$ cat src/rtl/digit_emitter_if.sv
// Bundles the request side and the token stream of the digit emitter.
// The master drives a conversion request and consumes tokens; the slave is the emitter.
interface digit_emitter_if #(
    parameter int WIDTH = 32
);
    logic             start;
    logic [WIDTH-1:0] number;
    logic             busy;
    logic             out_valid;
    logic             out_ready;
    logic [3:0]       out_token;
    logic             out_last;

    modport master (
        output start, number, out_ready,
        input  busy, out_valid, out_token, out_last
    );

    modport slave (
        input  start, number, out_ready,
        output busy, out_valid, out_token, out_last
    );
endinterface

$ cat src/rtl/digit_emitter.sv
// Converts a two's-complement number to decimal by repeated restoring division by 10,
// then streams the sign and digits (most significant first) over a valid/ready handshake.
module digit_emitter #(
    parameter int         WIDTH       = 32,
    parameter int         MAX_DIGITS  = 10,
    parameter logic [3:0] MINUS_TOKEN = 4'hB
) (
    input logic            clk,
    input logic            reset,
    digit_emitter_if.slave bus
);
    localparam int CW = $clog2(MAX_DIGITS + 1);
    localparam int BW = $clog2(WIDTH);

    typedef enum logic [1:0] {IDLE, DIVIDE, EMIT} state_t;

    state_t           state_q;
    logic             neg_q;
    logic [WIDTH-1:0] mag_q;
    logic [WIDTH-1:0] quot_q;
    logic [3:0]       rem_q;
    logic [BW-1:0]    bitCnt_q;
    logic [CW-1:0]    count_q;
    logic [CW-1:0]    ptr_q;
    logic [3:0]       buf_q [MAX_DIGITS];
    logic             busy_q;
    logic             valid_q;
    logic             last_q;
    logic [3:0]       token_q;

    logic [4:0]       trial;
    logic             geTen;
    logic [3:0]       rem_d;
    logic [WIDTH-1:0] quot_d;
    logic [WIDTH-1:0] magAbs;

    // Negating the most negative value wraps to 2^(WIDTH-1), which is the correct unsigned magnitude.
    assign magAbs = bus.number[WIDTH-1] ? (WIDTH'(0) - bus.number) : bus.number;

    always_comb begin
        trial  = {rem_q, mag_q[bitCnt_q]};
        geTen  = (trial >= 5'd10);
        rem_d  = geTen ? 4'(trial - 5'd10) : trial[3:0];
        quot_d = quot_q;
        quot_d[bitCnt_q] = geTen;
    end

    always_ff @(posedge clk) begin
        if (reset) begin
            state_q  <= IDLE;
            neg_q    <= 1'b0;
            mag_q    <= '0;
            quot_q   <= '0;
            rem_q    <= '0;
            bitCnt_q <= '0;
            count_q  <= '0;
            ptr_q    <= '0;
            busy_q   <= 1'b0;
            valid_q  <= 1'b0;
            last_q   <= 1'b0;
            token_q  <= '0;
        end else begin
            case (state_q)
                IDLE: begin
                    if (bus.start) begin
                        neg_q    <= bus.number[WIDTH-1];
                        mag_q    <= magAbs;
                        quot_q   <= '0;
                        rem_q    <= '0;
                        bitCnt_q <= BW'(WIDTH - 1);
                        count_q  <= '0;
                        busy_q   <= 1'b1;
                        state_q  <= DIVIDE;
                    end
                end

                DIVIDE: begin
                    rem_q  <= rem_d;
                    quot_q <= quot_d;
                    if (bitCnt_q == '0) begin
                        buf_q[count_q] <= rem_d;
                        count_q        <= count_q + CW'(1);
                        if (quot_d == '0) begin
                            // The digit just produced is the most significant, so it can be shown directly.
                            state_q <= EMIT;
                            valid_q <= 1'b1;
                            if (neg_q) begin
                                token_q <= MINUS_TOKEN;
                                last_q  <= 1'b0;
                                ptr_q   <= count_q;
                            end else begin
                                token_q <= rem_d;
                                last_q  <= (count_q == '0);
                                ptr_q   <= count_q - CW'(1);
                            end
                        end else begin
                            mag_q    <= quot_d;
                            quot_q   <= '0;
                            rem_q    <= '0;
                            bitCnt_q <= BW'(WIDTH - 1);
                        end
                    end else begin
                        bitCnt_q <= bitCnt_q - BW'(1);
                    end
                end

                EMIT: begin
                    if (valid_q && bus.out_ready) begin
                        if (last_q) begin
                            state_q <= IDLE;
                            valid_q <= 1'b0;
                            last_q  <= 1'b0;
                            busy_q  <= 1'b0;
                        end else begin
                            token_q <= buf_q[ptr_q];
                            last_q  <= (ptr_q == '0);
                            ptr_q   <= ptr_q - CW'(1);
                        end
                    end
                end

                default: state_q <= IDLE;
            endcase
        end
    end

    assign bus.busy      = busy_q;
    assign bus.out_valid = valid_q;
    assign bus.out_token = token_q;
    assign bus.out_last  = last_q;
endmodule

$ cat src/flat_wrapper.sv
// flat-port wrapper written by rule: the top's interface ports become plain ports
module digit_emitter_flat 
#(
    parameter int         WIDTH       = 32,
    parameter int         MAX_DIGITS  = 10,
    parameter logic [3:0] MINUS_TOKEN = 4'hB
)
  (clk, reset, bus_start, bus_number, bus_out_ready, bus_busy, bus_out_valid, bus_out_token, bus_out_last);
  digit_emitter_if #(.WIDTH(WIDTH)) bus_i ();
  input logic clk;
  input logic reset;
  input wire logic [$bits(bus_i.start)-1:0] bus_start;
  input wire logic [$bits(bus_i.number)-1:0] bus_number;
  input wire logic [$bits(bus_i.out_ready)-1:0] bus_out_ready;
  output wire logic [$bits(bus_i.busy)-1:0] bus_busy;
  output wire logic [$bits(bus_i.out_valid)-1:0] bus_out_valid;
  output wire logic [$bits(bus_i.out_token)-1:0] bus_out_token;
  output wire logic [$bits(bus_i.out_last)-1:0] bus_out_last;
  assign bus_i.start = bus_start;
  assign bus_i.number = bus_number;
  assign bus_i.out_ready = bus_out_ready;
  assign bus_busy = bus_i.busy;
  assign bus_out_valid = bus_i.out_valid;
  assign bus_out_token = bus_i.out_token;
  assign bus_out_last = bus_i.out_last;
  digit_emitter #(.WIDTH(WIDTH), .MAX_DIGITS(MAX_DIGITS), .MINUS_TOKEN(MINUS_TOKEN)) u_core (.clk(clk), .reset(reset), .bus(bus_i));
endmodule
$ cat config.mk
export PLATFORM = sky130hd
export DESIGN_NAME = digit_emitter_flat
export DESIGN_NICKNAME = d
export VERILOG_FILES = /design/src/rtl/digit_emitter_if.sv /design/src/rtl/digit_emitter.sv /design/src/flat_wrapper.sv
export SDC_FILE = /design/constraint.sdc
export NUM_CORES = 1
export LEC_CHECK = 0
export CAP_MARGIN = 20
export CORE_MARGIN = 2
export CORE_UTILIZATION = 60
export CTS_CLUSTER_DIAMETER = 30
export DETAILED_ROUTE_END_ITERATION = 7
export GPL_TIMING_DRIVEN = 0
export PLACE_DENSITY = 0.8
export SLEW_MARGIN = 40
export SYNTH_ARGS = -nofsm -noshare
export SYNTH_HDL_FRONTEND = slang
export SYNTH_SLANG_ARGS = --single-unit
$ cat constraint.sdc
create_clock -name clk -period 4.1 [get_ports clk]
set_clock_uncertainty 0.1 [all_clocks]
set_input_delay 0.82 -clock clk [delete_from_list [all_inputs] [get_ports clk]]
set_output_delay 0.82 -clock clk [all_outputs]
set_load 0.01 [all_outputs]
# After elaboration in Yosys (flattened, before gate mapping)
# Memory sizes are Yosys's and may differ from the RTL's. A register that Yosys moved wholly into a read port is not among the register bits.
# Cells that the tools add are included.
[op_classes] addsub=6 shift=0 multipliers=0 n_div=0 mux=62 n_eq_ne=10 reduce_logical=20 bitwise=0 magnitude_cmp=3
[op_table] cell="$mux 32" n=7
[op_table] cell="$pmux 32 s2" n=2
[op_table] cell="$mux 4" n=17
[op_table] cell="$bwmux 32" n=1
[op_table] cell="$logic_not 32->1" n=1
[op_table] cell="$pmux 4 s2" n=4
[op_table] cell="$sub 1x32->32 const A" n=1
[op_table] cell="$mux 1" n=16
[op_table] cell="$mux 5" n=3
[op_table] cell="$reduce_and 5->1" n=3
[op_table] cell="$reduce_and 4->1" n=3
[op_table] cell="$mux 2" n=5
[op_table] cell="$pmux 5 s2" n=1
[op_table] cell="$logic_not 4->1" n=2
[op_table] cell="$ne 2x1->1 const B" n=4
[op_table] cell="$sub 4x1->4 const B" n=2
[op_table] cell="$lt 5x6->1 const B" n=1
[op_table] cell="$ne 2x2->1 const B" n=3
[op_table] cell="$pmux 1 s2" n=3
[op_table] cell="$pmux 2 s3" n=1
[op_table] cell="$reduce_and 3->1" n=2
[op_table] cell="$reduce_bool 2->1" n=3
[op_table] cell="$bmux 1 s5" n=1
[op_table] cell="$demux 1 s5" n=1
[op_table] cell="other kinds (12)" n=14
[word_totals] inputBits=36 mem_bits_rw=40 regBits=91 n_memories=1 romBits=0 latch_bits=0 out_inout_bits=7
[mem_list] memory="u_core.buf_q" depth=10 word_bits=4 rd=1 rd_clocked_by_memory_dff=1 wr=1 line="digit_emitter.sv:25" source="logic [3:0] buf_q [MAX_DIGITS];"

# Logic depth before layout (Yosys ltp)
[logic_depth] word_depth=11 mapped_depth=16 depth_no_buf=10

# Worst setup path after synthesis
# Ideal clock, no wire load.
[synth_timing] path_type="flip-flop to flip-flop" startpoint="reg u_core.bitCnt_q[1]" endpoint="reg u_core.mag_q[10]" stages_incl_launch_ff=16 setup_ps=116 setup_slack_ps=423 arrival_time_ps=3461 required_ps=3884 cell_sequence="dfxtp_1 > buf_2 > buf_2 > inv_1 > ha_1 > clkbuf_1 > nand4b_1 > o21ai_0 > or3_1 > and3_1 > or4b_1 > buf_2 > o211ai_4 > buf_2 > a211oi_1 > a31o_2"
[synth_between] elab_chain_len=8 word_cells_on_any_way=17 cone_classes="order compare (3); eq/ne (2); mux (8); reduce/logical (4)"
[synth_lines] item="start: declaration" line="digit_emitter.sv:22" source="logic [BW-1:0] bitCnt_q;"
[synth_lines] item="start signal: assignment" line="digit_emitter.sv:70" source="bitCnt_q <= BW'(WIDTH - 1);"
[synth_lines] item="start signal: assignment" line="digit_emitter.sv:100" source="bitCnt_q <= BW'(WIDTH - 1);"
[synth_lines] item="start signal: assignment" line="digit_emitter.sv:103" source="bitCnt_q <= bitCnt_q - BW'(1);"
[synth_lines] item="parallel branches: the longest is 8 deep, another holds $ge 5x4->1"
[synth_lines] item="end signal: assignment" line="digit_emitter.sv:67" source="mag_q <= magAbs;"
[synth_lines] item="end signal: assignment" line="digit_emitter.sv:97" source="mag_q <= quot_d;"
[synth_lines] item="end: declaration" line="digit_emitter.sv:19" source="logic [WIDTH-1:0] mag_q;"
# Several ways; the timed one is not identified. The select of a mux whose other input is x is not followed.
# A chain may end at the register's enable or synchronous reset.

==> results.txt <==
----------------------------------------------------
[Die]
  Vertical die dimension ... 122.8 um
  Core Rows ... 43
  Top-level I/O count ... 43
  Width of the chip ... 122.8 um
  Starting Density ... 61.23%
  Area of the die ... 0.01508 sq mm
  Placeable core area ... 0.01383 sq mm

[STA]
  Number of failing hold endpoints at the final stage ... 0
  Slew @ Worst Pin ... 0.8555 ns
  Number of max-slew violations in the final report ... 0
  Peak clock frequency supported by timing ... 246.4 MHz
  Setup slack after layout ... 0.04096 ns
  Endpoints failing setup ... 0
  Relative max-transition margin ... 42.96%
  Final min period ... 4.059 ns
  Post-route fraction of the period consumed by the critical path ... 99.00%

[Worst setup path]
  Crit path launch type ... flop
  Endpoint kind of the worst setup timing path ... flop
  Crit-path cells ... buf_6, buf_4, inv_2, ha_1, or4bb_4, nor2_1, o22ai_1, a2111o_1, or4b_1, buf_6, o32ai_4, buf_4, mux2i_2, nor3_1
  Critical Path Start ... u_core.bitCnt_q[1]
  CP arrival ... 4.25 ns
  Biggest cell delay along the critical path ... 0.58 ns
  Largest fanout of any net on the critical path ... 10
  Required arrival time at the worst endpoint ... 4.29 ns
  Reg2Reg Launch Point ... u_core.bitCnt_q[1]
  Category of cells accounting for the largest share of critical-path delay ... simple AND/OR/NAND/NOR gates
  Crit path buf inv count ... 5
  WS Path Type ... flop to flop
  Critical-path cell with the highest stage delay ... or4bb_4

[Pwr]
  Cell area power density ... 422.1 mW/mm^2
  Leakage power summed over all cells ... 0.003271 uW
  Max rail drop VDD ... 0.0003149 V
  Total power after layout ... 4192 uW

[Yosys]
  Post-synthesis async set-or-reset flop share ... 0%
  Adder and majority gate portion of the synthesized area ... 2.069%
  Post-synthesis cell type with the largest combined area ... dfxtp_1
  Post-synthesis sequential area ratio ... 36.65%
  Fraction of synthesized cell area in xor and xnor cells ... 3.724%
  Count of cell types in the netlist ... 87
  Post-synthesis compound-gate area fraction ... 27.43%
  Synth top area share ... 22.46%
  Yosys warning count ... 0
  Mean cell area of the mapped netlist ... 8.857 sq um
  Synth Flop Type ... dfxtp_1
  Post-synthesis share of cell area spent on and, or, nand and nor gates ... 17.56%
  Combinational family with the most area after synthesis ... compound AO/OA/AOI/OAI gates
  Post-synthesis instance area ... 0.008467 sq mm
  Area contributors post-synth ... dfxtp_1, edfxtp_1, a21oi_1, o21ai_0, nor2_1
  Synthesized netlist cell count ... 956
  Post-synthesis mux area share ... 6.014%
  Post-synthesis register bit count ... 135
  Synthesized net count ... 1006
  EDFF count, synth ... 40

[Global routing]
  Met3 Use GR ... 11.76%
  Met2 routing resource usage after global routing ... 63.12%
  Met1 track utilization from global routing ... 52.46%
  Most used routing layer ... met2
  Number of antenna violations at the first check in global routing ... 1
  Wire length of the first global-routing pass ... 46170 um
  Final global-route overflow total ... 0
  Pin count of the biggest net entering global routing ... 17
  Vias in the first global route ... 7988
  GRT Util Overall ... 41.55%

[Placement]
  Placed Instance Area ... 0.009102 sq mm
  Cell total after placement ... 1177
  Placed wire-length estimate ... 22010 um
  Buffers added on ports ... 41
  Global placement routability congestion ... 1.044
  Pre-CTS setup slack ... -0.5369 ns

[Clock network]
  Num CTS Buffers ... 17
  H-Tree Level Count ... 4
  Worst-skew pair later-pin latency ... 0.43 ns
  Max Root-Sink Buffers ... 2
  Clk root buf ... clkbuf_16
  Hold Buf Count CTS ... 0
  Number of clock sinks ... 135
  TritonCTS clock tree ... built
  Clock-pin slew of the registers on the worst-case setup and hold paths ... 0.06 ns

[Finish]
  Syn-to-layout area delta ... 17.27%
  Share of the core filled with cells ... 71.81%
  Layout Nets ... 1080
  Final instance count without filler cells ... 1224
  Filler Cell Count ... 1070
  Summed area of non-filler cells in the final layout ... 0.009930 sq mm
  Share of post-route cells with drive strength above 1 ... 13.42%

[Drt]
  Total Routed Length ... 30700 um
  Via count ... 8712
  Count of antenna-violating nets left after detailed routing ... 0
  Total iterations of the first detailed-routing run ... 6
  Iteration-0 DRC count of the detailed router ... 1352
  Drc violations ... 0
  Detailed-route vias per instance ... 7.118
  Wire length per cell ... 25.08 um

[Min path]
  Worst min path class ... flop to flop
  Hold_sp ... u_core.quot_q[8]

[Status]
  Run status ... completed

[Job]
  Maximum Capacitance Violations ... 0

----------------------------------------------------
[metrics by stage]
step	TNS, ns	hold WS, ns
2_1_floorplan	0	0.3283
3_3_place_gp	-34.30	0.3446
3_5_place_dp	-34.26	0.3648
4_1_cts	0	0.3724
5_1_grt	-0.1737	0.3898
6_report	0	0.3712
[sequential cells by signal, indices dropped and copies added, names as in the netlist, named ones only]
| signal | flops |
|---|---|
| u_core.bus.out_last | 1 |
| u_core.neg_q | 1 |
| u_core.ptr_q | 4 |
| u_core.quot_q | 32 |
| u_core.buf_q | 40 |
| u_core.state_q | 2 |
| u_core.bitCnt_q | 5 |
| u_core.bus.out_valid | 1 |
| u_core.bus.busy | 1 |
| u_core.rem_q | 4 |
| u_core.mag_q | 32 |
| u_core.bus.out_token | 4 |
| u_core.count_q | 4 |
[layer usage]
metal  up-vias  wire length, um
li1       3817                -
met1      4048            11490
met2       670            13480
met3       177             3516
met4         0             2218
met5         -                0
[synth_stat cells (all sizes together), types with 7 or more instances]
cell,instances
a211oi,36
a21oi,89
a31o,21
a31oi,18
a32oi,9
and2,9
and3,7
buf,26
clkbuf,59
dfxtp,95
edfxtp,40
ha,14
inv,35
mux2i,25
mux4,9
nand2,38
nand2b,13
nand3,9
nand4,17
nand4b,7
nor2,81
nor2b,11
nor3,19
nor3b,7
nor4,14
o21ai,68
o22ai,13
o31ai,12
o32ai,15
o41ai,10
or4,7
xnor2,27
xor2,9
[final timing paths]
| check | slack, ns | cells past startpoint | to |
|---|---|---|---|
| max | 0.04 | 14 | flop |
| min reg2reg | 0.37 | 2 | u_core.quot_q[8] |
| max reg2reg | 0.04 | 14 | flop |
| min | 0.37 | 2 | u_core.quot_q[8] |
[layout by cell type (no fill, tap or decap), drive strengths merged, types with 7 or more instances in the layout]
cell type and count:
nor2b 11, and2 9, a211oi 36, a31o 21, nand3 9, edfxtp 40, xor2 9, nor2 81
a31oi 18, o41ai 10, nand4b 7, nor3b 7, inv 37, buf 43, o32ai 15, mux2i 25
o21ai 68, a32oi 9, xnor2 27, nor3 19, nor4 14, mux4 9, o22ai 13, ha 14
nand2b 13, nand2 38, clkbuf 76, o31ai 12, a21oi 89, or4 7, and3 7, nand4 17
clkdlybuf4s50 41, dfxtp 95
[power by group]
part           internal [uW]  switching, uW  leakage, uW
clock                    893            611     0.000268
combinational            419            746      0.00190
sequential              1460           66.6      0.00111
[worst min-delay path, stage by stage (launching register included)]
cell and delay (ns):
dfxtp_1 0.31, inv_1 0.05, o32ai_1 0.06
[layout make-up]
class / instances / area, sq um / share of cell area [%]
multi-input cells: 700 / 4908 / 49.43
diodes: 1 / 2.502 / 0.02520
clock inverters: 12 / 127.6 / 1.285
well taps: 180 / 225.2 / 2.268
clock buffers: 20 / 436.7 / 4.398
repair buffers: 57 / 530.5 / 5.343
plain buffers: 83 / 460.4 / 4.637
flip-flops and latches: 135 / 3103 / 31.25
inverters: 36 / 135.1 / 1.361
[timing repair]
| action | CTS | global route |
|---|---|---|
| cloned | 0 | 0 |
| resized for setup | 18 | 22 |
| buffers inserted | 6 | 10 |
| pin swaps | 5 | 9 |
| setup endpoints to repair | 82 | 80 |
[logic make-up after synthesis]
kind of cell	Yosys count
XOR/XNOR	36
AND/OR/NAND/NOR	270
multiplexers	39
flip-flops	135
adder cells (fa/ha/maj)	14
buffers and inverters	121
AO/OA/AOI/OAI	341
No activity file was read; power rests on OpenSTA's default activity.
